===== src/rtl/alu_exec_stage.sv =====
// LC-3 execute stage: ADD/AND/NOT into a one-deep valid/ready register.
// Write-back strobe, NZP condition codes, BEN and a retired-instruction counter.
module alu_exec_stage #(
  parameter int WIDTH     = 16,
  parameter int CNT_WIDTH = 16
) (
  input  logic                 Clk,
  input  logic                 Reset,
  input  logic                 in_valid,
  output logic                 in_ready,
  input  logic [WIDTH-1:0]     IR,
  input  logic [WIDTH-1:0]     SR1,
  input  logic [WIDTH-1:0]     SR2,
  output logic                 out_valid,
  input  logic                 out_ready,
  output logic                 Ld_REG,
  output logic [2:0]           DR,
  output logic [WIDTH-1:0]     Result,
  output logic [2:0]           NZP,
  output logic                 BEN,
  output logic [CNT_WIDTH-1:0] retired
);

  logic             accept;
  logic             fire;
  logic             we_q;
  logic [WIDTH-1:0] op_b;
  logic [WIDTH-1:0] alu_res;
  logic             alu_we;
  logic [2:0]       nzp_next;

  // Base register select IR[8:6] is resolved by the register file, not here.
  logic unused_ir;
  assign unused_ir = ^IR[8:6];

  assign in_ready = !out_valid || out_ready;
  assign accept   = in_valid && in_ready;
  assign fire     = out_valid && out_ready;
  assign Ld_REG   = fire && we_q;
  assign BEN      = |(IR[11:9] & NZP);

  always_comb begin
    op_b    = IR[5] ? {{(WIDTH-5){IR[4]}}, IR[4:0]} : SR2;
    alu_res = SR1;
    alu_we  = 1'b0;
    case (IR[15:12])
      4'b0001: begin alu_res = SR1 + op_b; alu_we = 1'b1; end
      4'b0101: begin alu_res = SR1 & op_b; alu_we = 1'b1; end
      4'b1001: begin alu_res = ~SR1;       alu_we = 1'b1; end
      default: begin alu_res = SR1;        alu_we = 1'b0; end
    endcase
  end

  // Condition codes derive from the result being written back, not the incoming one.
  always_comb begin
    if (Result[WIDTH-1])      nzp_next = 3'b100;
    else if (Result == '0)    nzp_next = 3'b010;
    else                      nzp_next = 3'b001;
  end

  always_ff @(posedge Clk or posedge Reset) begin
    if (Reset) begin
      out_valid <= 1'b0;
      we_q      <= 1'b0;
      DR        <= 3'd0;
      Result    <= '0;
      NZP       <= 3'b010;
      retired   <= '0;
    end else begin
      if (accept) begin
        out_valid <= 1'b1;
        we_q      <= alu_we;
        DR        <= IR[11:9];
        Result    <= alu_res;
      end else if (fire) begin
        out_valid <= 1'b0;
      end
      if (fire) begin
        retired <= retired + CNT_WIDTH'(1);
        if (we_q) NZP <= nzp_next;
      end
    end
  end

endmodule


===== config.mk =====
export PLATFORM = sky130hd
export DESIGN_NAME = alu_exec_stage
export DESIGN_NICKNAME = d
export VERILOG_FILES = /design/src/rtl/alu_exec_stage.sv
export SDC_FILE = /design/constraint.sdc
export NUM_CORES = 1
export LEC_CHECK = 0
export ABC_AREA = 1
export CORE_MARGIN = 2
export CORE_UTILIZATION = 45
export DETAILED_ROUTE_END_ITERATION = 10
export GPL_ROUTABILITY_DRIVEN = 0
export PLACE_DENSITY_LB_ADDON = 0.15
export RECOVER_POWER = 25
export SLEW_MARGIN = 20
export SYNTH_ARGS = -nofsm -noshare
export SYNTH_HDL_FRONTEND = slang
export SYNTH_SLANG_ARGS = --single-unit

===== constraint.sdc =====
create_clock -name Clk -period 2.2 [get_ports Clk]
set_input_delay 0.22 -clock Clk [delete_from_list [all_inputs] [get_ports Clk]]
set_output_delay 0.22 -clock Clk [all_outputs]
set_load 0.01 [all_outputs]

==> parameters.txt, run 1 <==
Parameter                              Value

Clocking
  Count of hold buffers inserted by post-cts repair    0
  Maximum buffer depth of the clock tree    2
  Clock buffer count from CTS    5
  TritonCTS clock tree    done
  TritonCTS sink count    40
  Post-CTS setup-driven buffer insertion count    0
  Insertion delay to the later sink of the worst-skew pair    0.29 ns
  CTS H-tree depth    2
  Clock-pin transition on the worst setup and hold timing paths    0.08 ns
  Clock Root Buffer    sky130_fd_sc_hd__clkbuf_8

Synth
  Post-synth ARST share    1.00
  Number of synthesized flops with an enable pin    0
  Avg Cell Area, Syn    6.63 um^2
  Number of storage elements in the synthesis netlist    40
  Netlist area before placement    3250 um^2
  Library cell with the highest instance count after synthesis    sky130_fd_sc_hd__nand2_1
  Cells after Synth    491
  Count of synthesis-stage warnings from yosys    0
  Net count of the mapped netlist    561
  Post-synth top flop    sky130_fd_sc_hd__dfrtp_1
  Leading area contributor after synthesis    sky130_fd_sc_hd__dfrtp_1
  Largest cells by area after synthesis    sky130_fd_sc_hd__dfrtp_1, sky130_fd_sc_hd__nand2_1, sky130_fd_sc_hd__inv_1, sky130_fd_sc_hd__nor2_1, sky130_fd_sc_hd__ha_1
  Sequential-to-total area share from yosys stat    0.308
  Fraction of synthesized cell area taken by the top area cell type    0.300
  Unique masters post-synth    38
  Commonest cells post-synth    sky130_fd_sc_hd__nand2_1, sky130_fd_sc_hd__inv_1, sky130_fd_sc_hd__nor2_1

Power and ir drop
  Leakage power    2.27 nW
  Overall power consumption    2.67 mW
  Power Dens Cells    585 nW/um^2
  Highest ir drop seen on vdd    0.271 mV

Setup path
  CP dominant cell by count    sky130_fd_sc_hd__nand2_1
  Worst endpoint required time    2.39 ns
  Maximum cell stage delay along the critical path    0.48 ns
  Critical Path Sink Type    flip-flop
  Kind of critical path    input port to flip-flop
  Critical Path Slowest Stage Cell    sky130_fd_sc_hd__clkdlybuf4s50_1
  Startpoint kind of the worst setup timing path    input port
  Worst-path maximum fanout    6
  Chain of cells forming the critical path    clkdlybuf4s50_1, nand2_2, buf_4, o21ai_0, ha_1, nand2_1, inv_1, a21oi_1, nand2_2, nand2_1, nand3_1, nand3_1, nand2_1, nand2_1, nand2_1
  Worst Path Arrival    2.26 ns

Layout
  Ant. Diodes    0
  Area growth, synth to finish    40.5%
  Proportion of layout cells with a drive suffix above 1    0.114
  Layout net count    675

STA
  Achievable clock frequency    483 MHz
  Setup TNS    0 ns
  Clk_skew    0.00458 ns
  Tightest slew margin relative to the limit    0.365
  RSZ-0062 raised after global routing    true
  Final period util    0.941
  Measured slew at the worst slew-check pin    0.952 ns
  Final setup violation count    0
  Time the worst path needs with I/O delays and setup    2.07 ns
  Final number of max-transition violations    0
  Final Hold Viols    0

Floorplanning
  Initial cell density of the core    0.471
  Placeable core region    6910 um^2
  Die area    7930 um^2
  Number of I/O pins    94
  Vertical die dimension    89.0 um
  DIE WIDTH    89.0 um
  Standard-cell row count    30

Hold path
  Hold/Removal Path Class    flip-flop to flip-flop

Global route
  Total global routing track utilization    0.240
  Number of global-route vias before repair    3377
  Number of antenna violations at the first check in global routing    0
  Remaining global-route overflow    0
  Global-route wire length before repair    15000 um
  Largest net degree at the start of global routing    41

Drt
  Number of violations reported at the end of detailed-routing iteration 0    260
  Total DRC errors in the routed layout    0
  Wire length per cell after detailed routing    12.8 um
  Via count of the routed design    3517
  Average vias per placed instance    5.01
  Number of nets still failing antenna checks after routing    0
  Sum of routed wire length over all layers    8990 um
  Detailed-router iteration count before antenna repair    6

Place
  DP HPWL    7070 um
  Number of port buffers    90

Run
  Max-cap violations    0

Status
  Result of the run    completed
cell type report:
cell class	count	area (um^2)
flip-flops and latches	40	1000
clock buffers	6	72.6
repair buffers	120	1130
fillers	630	2340
well taps	96	120
clock inverters	2	35.0
inverters	76	285
multi-input cells	362	1930
cells in the final DEF, fill, tap and decap left out, drive strengths merged, types with 8 or more instances in the layout:
cell	n
dfrtp	39
nand3	25
clkdlybuf4s50	88
a21oi	14
o22ai	15
o21ai	24
ha	17
xor2	8
nor2	65
buf	29
nand2	157
inv	76
worst max-delay path: cells and delay by family:
| family | cells | cell delay [ns] |
|---|---|---|
| compound gates | 2 | 0.27 |
| fa+ha+maj | 1 | 0.31 |
| simple gates | 9 | 0.77 |
| buf+inv | 3 | 0.70 |
layer usage:
layer	track usage	share of wire	vias to the layer above
met1	0.296	0.45	1614
met3	0.0259	0.046	18
li1	-	-	1766
met2	0.431	0.48	119
met4	0.0868	0.026	0
met5	0	0	-
power breakdown:
part | switching [mW] | internal, mW | total [mW] | leakage, nW
sequential | 0.127 | 0.856 | 0.983 | 0.503
clock | 0.247 | 0.336 | 0.583 | 0.0552
combinational | 0.541 | 0.565 | 1.11 | 1.71
sequential cells by signal, summed over array words and instances, names as in the netlist:
register,flops
NZP,3
out_valid,1
we_q,1
retired,16
Result,16
DR,3
through the flow:
stage / utilization / area [um^2] / hold WS (ns) / cells / worst slack [ns]
after floorplan: - / 3250 / 0.330 / 491 / 0.0738
after global placement: 0.643 / 4440 / 0.456 / 694 / -0.371
after detailed placement: 0.643 / 4440 / 0.468 / 694 / -0.420
after CTS: 0.659 / 4550 / 0.360 / 702 / 0.125
after global routing: 0.662 / 4570 / 0.500 / 702 / -0.00648
final: 0.662 / 4570 / 0.475 / 702 / 0.130
timing repair:
action	CTS	global route
setup endpoints to repair	14	8
gates resized for setup	4	8
pin swaps	1	3
cells by family after synthesis:
family,synth area share
compound gates,0.103
xor+xnor,0.0404
fa+ha+maj,0.0715
buf+inv,0.107
flops,0.308
mux,0.0138
simple gates,0.357
final timing paths:
kind	start	endpoint	depth (start not counted)	slack, ns
setup reg to reg	retired[0]	retired[14]	8	0.70
min in group asynchronous	Reset	Result[14]	3	0.66
hold / removal	retired[15]	retired[15]	1	0.47
max in group asynchronous	Reset	Result[0]	3	0.95
setup / recovery	IR[4]	Result[11]	15	0.13
hold reg to reg	retired[15]	retired[15]	1	0.47
(Power assumes the default switching activity.)
==> inputs of run 2 (changes only) <==
- CORE_UTILIZATION: 45 -> 52
==> run 2 against run 1 <==
Against the previous run: clock power is 15% lower; non-clock buffer count is 3 higher; power is 3.1% lower; final cell count is 2.6% lower; die area is 13% lower; critical path depth is 3 lower; count of clock-buffer cells in the layout is 2 higher; combinational power hardly changed; maximum frequency is 0.16% lower; largest cell class unchanged.
==> parameters.txt, run 2 (synthesized netlist as in run 1, its figures left out) <==
Parameter                              Value

Status
  Result of the run    completed (unchanged)

Power and ir drop
  Highest ir drop seen on vdd    0.505 mV (was 0.271 mV)
  Overall power consumption    2.59 mW (was 2.67 mW)
  Power Dens Cells    569 nW/um^2 (was 585 nW/um^2)
  Leakage power    2.27 nW (about the same)

Setup path
  Critical Path Sink Type    flip-flop (unchanged)
  Startpoint kind of the worst setup timing path    input port (unchanged)
  Worst Path Arrival    2.25 ns (was 2.26 ns)
  Worst-path maximum fanout    4 (was 6)
  Kind of critical path    input port to flip-flop (unchanged)
  Worst endpoint required time    2.38 ns (was 2.39 ns)

Drt
  Via count of the routed design    3604 (was 3517)
  Total DRC errors in the routed layout    0 (unchanged)
  Number of violations reported at the end of detailed-routing iteration 0    236 (was 260)
  Sum of routed wire length over all layers    9230 um (was 8990 um)
  Number of nets still failing antenna checks after routing    0 (unchanged)
  Average vias per placed instance    5.27 (was 5.01)
  Wire length per cell after detailed routing    13.5 um (was 12.8 um)
  Detailed-router iteration count before antenna repair    7 (was 6)

Floorplanning
  Vertical die dimension    83.1 um (was 89.0 um)
  Standard-cell row count    28 (was 30)
  Number of I/O pins    94 (unchanged)
  Placeable core region    5990 um^2 (was 6910 um^2)
  Die area    6900 um^2 (was 7930 um^2)
  Initial cell density of the core    0.543 (was 0.471)
  DIE WIDTH    83.1 um (was 89.0 um)

Layout
  Largest registers    Result: 16 flops, retired: 16 flops (unchanged)
  Area growth, synth to finish    39.8% (was 40.5%)
  Final-layout fill cell count    458 (was 630)
  Area used by multi-input combinational logic    1930 um^2 (unchanged)
  Most frequent cells in the layout    sky130_fd_sc_hd__nand2_1, sky130_fd_sc_hd__clkdlybuf4s50_1, sky130_fd_sc_hd__inv_1 (unchanged)
  FF+latch area    1000 um^2 (unchanged)
  Proportion of layout cells with a drive suffix above 1    0.117 (was 0.114)
  Ant. Diodes    0 (unchanged)
  Final std cells w/o fill    684 (was 702)
  Most common library cell in the layout ignoring fill and taps    sky130_fd_sc_hd__nand2_1 (unchanged)
  Layout net count    678 (was 675)
  Core occupancy in the finished layout    0.759 (was 0.662)
  Final std cell area, no fill    4550 um^2 (was 4570 um^2)

Clocking
  Clock buffer count from CTS    5 (unchanged)
  Count of hold buffers inserted by post-cts repair    0 (unchanged)
  Clock Root Buffer    sky130_fd_sc_hd__clkbuf_8 (unchanged)
  TritonCTS sink count    40 (unchanged)
  Clock-pin transition on the worst setup and hold timing paths    0.07 ns (was 0.08 ns)
  TritonCTS clock tree    done (unchanged)
  CTS H-tree depth    2 (unchanged)
  Insertion delay to the later sink of the worst-skew pair    0.29 ns (about the same)
  Maximum buffer depth of the clock tree    2 (unchanged)

Run
  Max-cap violations    0 (unchanged)

Place
  Number of port buffers    90 (unchanged)
  Placed Area    4430 um^2 (was 4440 um^2)
  Number of placed instances, taps included    675 (was 694)
  Worst Setup Slack post-DPL    -0.421 ns (was -0.420 ns)
  DP HPWL    7360 um (was 7070 um)

Global route
  Number of antenna violations at the first check in global routing    0 (unchanged)
  Global-route wire length before repair    15800 um (was 15000 um)
  Number of global-route vias before repair    3452 (was 3377)
  Remaining global-route overflow    0 (unchanged)
  Largest net degree at the start of global routing    41 (unchanged)
  Total global routing track utilization    0.275 (was 0.240)

STA
  Final number of max-transition violations    0 (unchanged)
  Achievable clock frequency    482 MHz (was 483 MHz)
  Final Hold Viols    0 (unchanged)
  Final period util    0.942 (was 0.941)
  Final setup violation count    0 (unchanged)
  Setup TNS    0 ns (unchanged)
  Clk_skew    0.00675 ns (was 0.00458 ns)
  Measured slew at the worst slew-check pin    0.957 ns (was 0.952 ns)
  Tightest slew margin relative to the limit    0.362 (was 0.365)
  RSZ-0062 raised after global routing    false (was true)
  Worst hold margin    0.487 ns (was 0.475 ns)
  Worst setup slack after layout    0.127 ns (was 0.130 ns)
  Time the worst path needs with I/O delays and setup    2.07 ns (about the same)

Hold path
  Hold/Removal Path Class    flip-flop to flip-flop (unchanged)
run 2: what timing repair did:
action                                  CTS  global route
endpoints found under the hold margin     0             0
resized for setup                         3             9
buffers inserted                          0             1
pin swaps                                 0             3
endpoints found under the setup margin   13             9
run 2: power breakdown:
part | total [mW] | switching, mW | internal [mW]
Sequential | 0.983 | 0.127 | 0.856
Combinational | 1.11 | 0.545 | 0.568
Clock | 0.493 | 0.238 | 0.256
Total | 2.59 | 0.910 | 1.68
run 2: worst paths after layout:
| path | from | to | slack (ns) | cells after the start |
|---|---|---|---|---|
| min in group asynchronous | Reset | Result[12] | 0.66 | 3 |
| worst min-delay path | retired[15] | retired[15] | 0.49 | 1 |
| worst min register to register | retired[15] | retired[15] | 0.49 | 1 |
| worst max register to register | retired[1] | retired[14] | 0.72 | 8 |
| max in group asynchronous | Reset | DR[1] | 0.94 | 3 |
| worst max-delay path | IR[0] | Result[4] | 0.13 | 12 |
run 2: area by class of cell:
class | instances | area share
clock buffers | 8 | 0.0198
inverters | 76 | 0.0627
well taps | 75 | 0.0206
repair buffers | 123 | 0.253
multi-input cells | 362 | 0.424
flip-flops and latches | 40 | 0.220
run 2: per-layer routing:
metal  track usage  vias to the layer above  wire length, um  part of all wire
li1              -                     1776                -                 -
met1         0.347                     1645             3710              0.40
met2         0.487                      165             4640              0.50
met3        0.0318                       18              705             0.076
met4        0.0939                        0              174             0.019
met5             0                        -                0                 0
run 2: worst max-delay path, stage by stage:
cell                              delay [ns]
sky130_fd_sc_hd__clkdlybuf4s50_1        0.40
sky130_fd_sc_hd__mux2_2                 0.26
sky130_fd_sc_hd__ha_1                   0.21
sky130_fd_sc_hd__fa_2                   0.34
sky130_fd_sc_hd__nand2_1                0.09
sky130_fd_sc_hd__nand2_1                0.06
sky130_fd_sc_hd__and2_1                 0.17
sky130_fd_sc_hd__or2_0                  0.20
sky130_fd_sc_hd__nand3_1                0.07
sky130_fd_sc_hd__nand4_1                0.08
sky130_fd_sc_hd__o21ai_0                0.10
sky130_fd_sc_hd__inv_1                  0.05
==> inputs of run 3 (changes only) <==
- CAP_MARGIN: not set -> 5
==> results of run 3 <==
The final DEF is identical to that of run 2; final timing and power are the same.
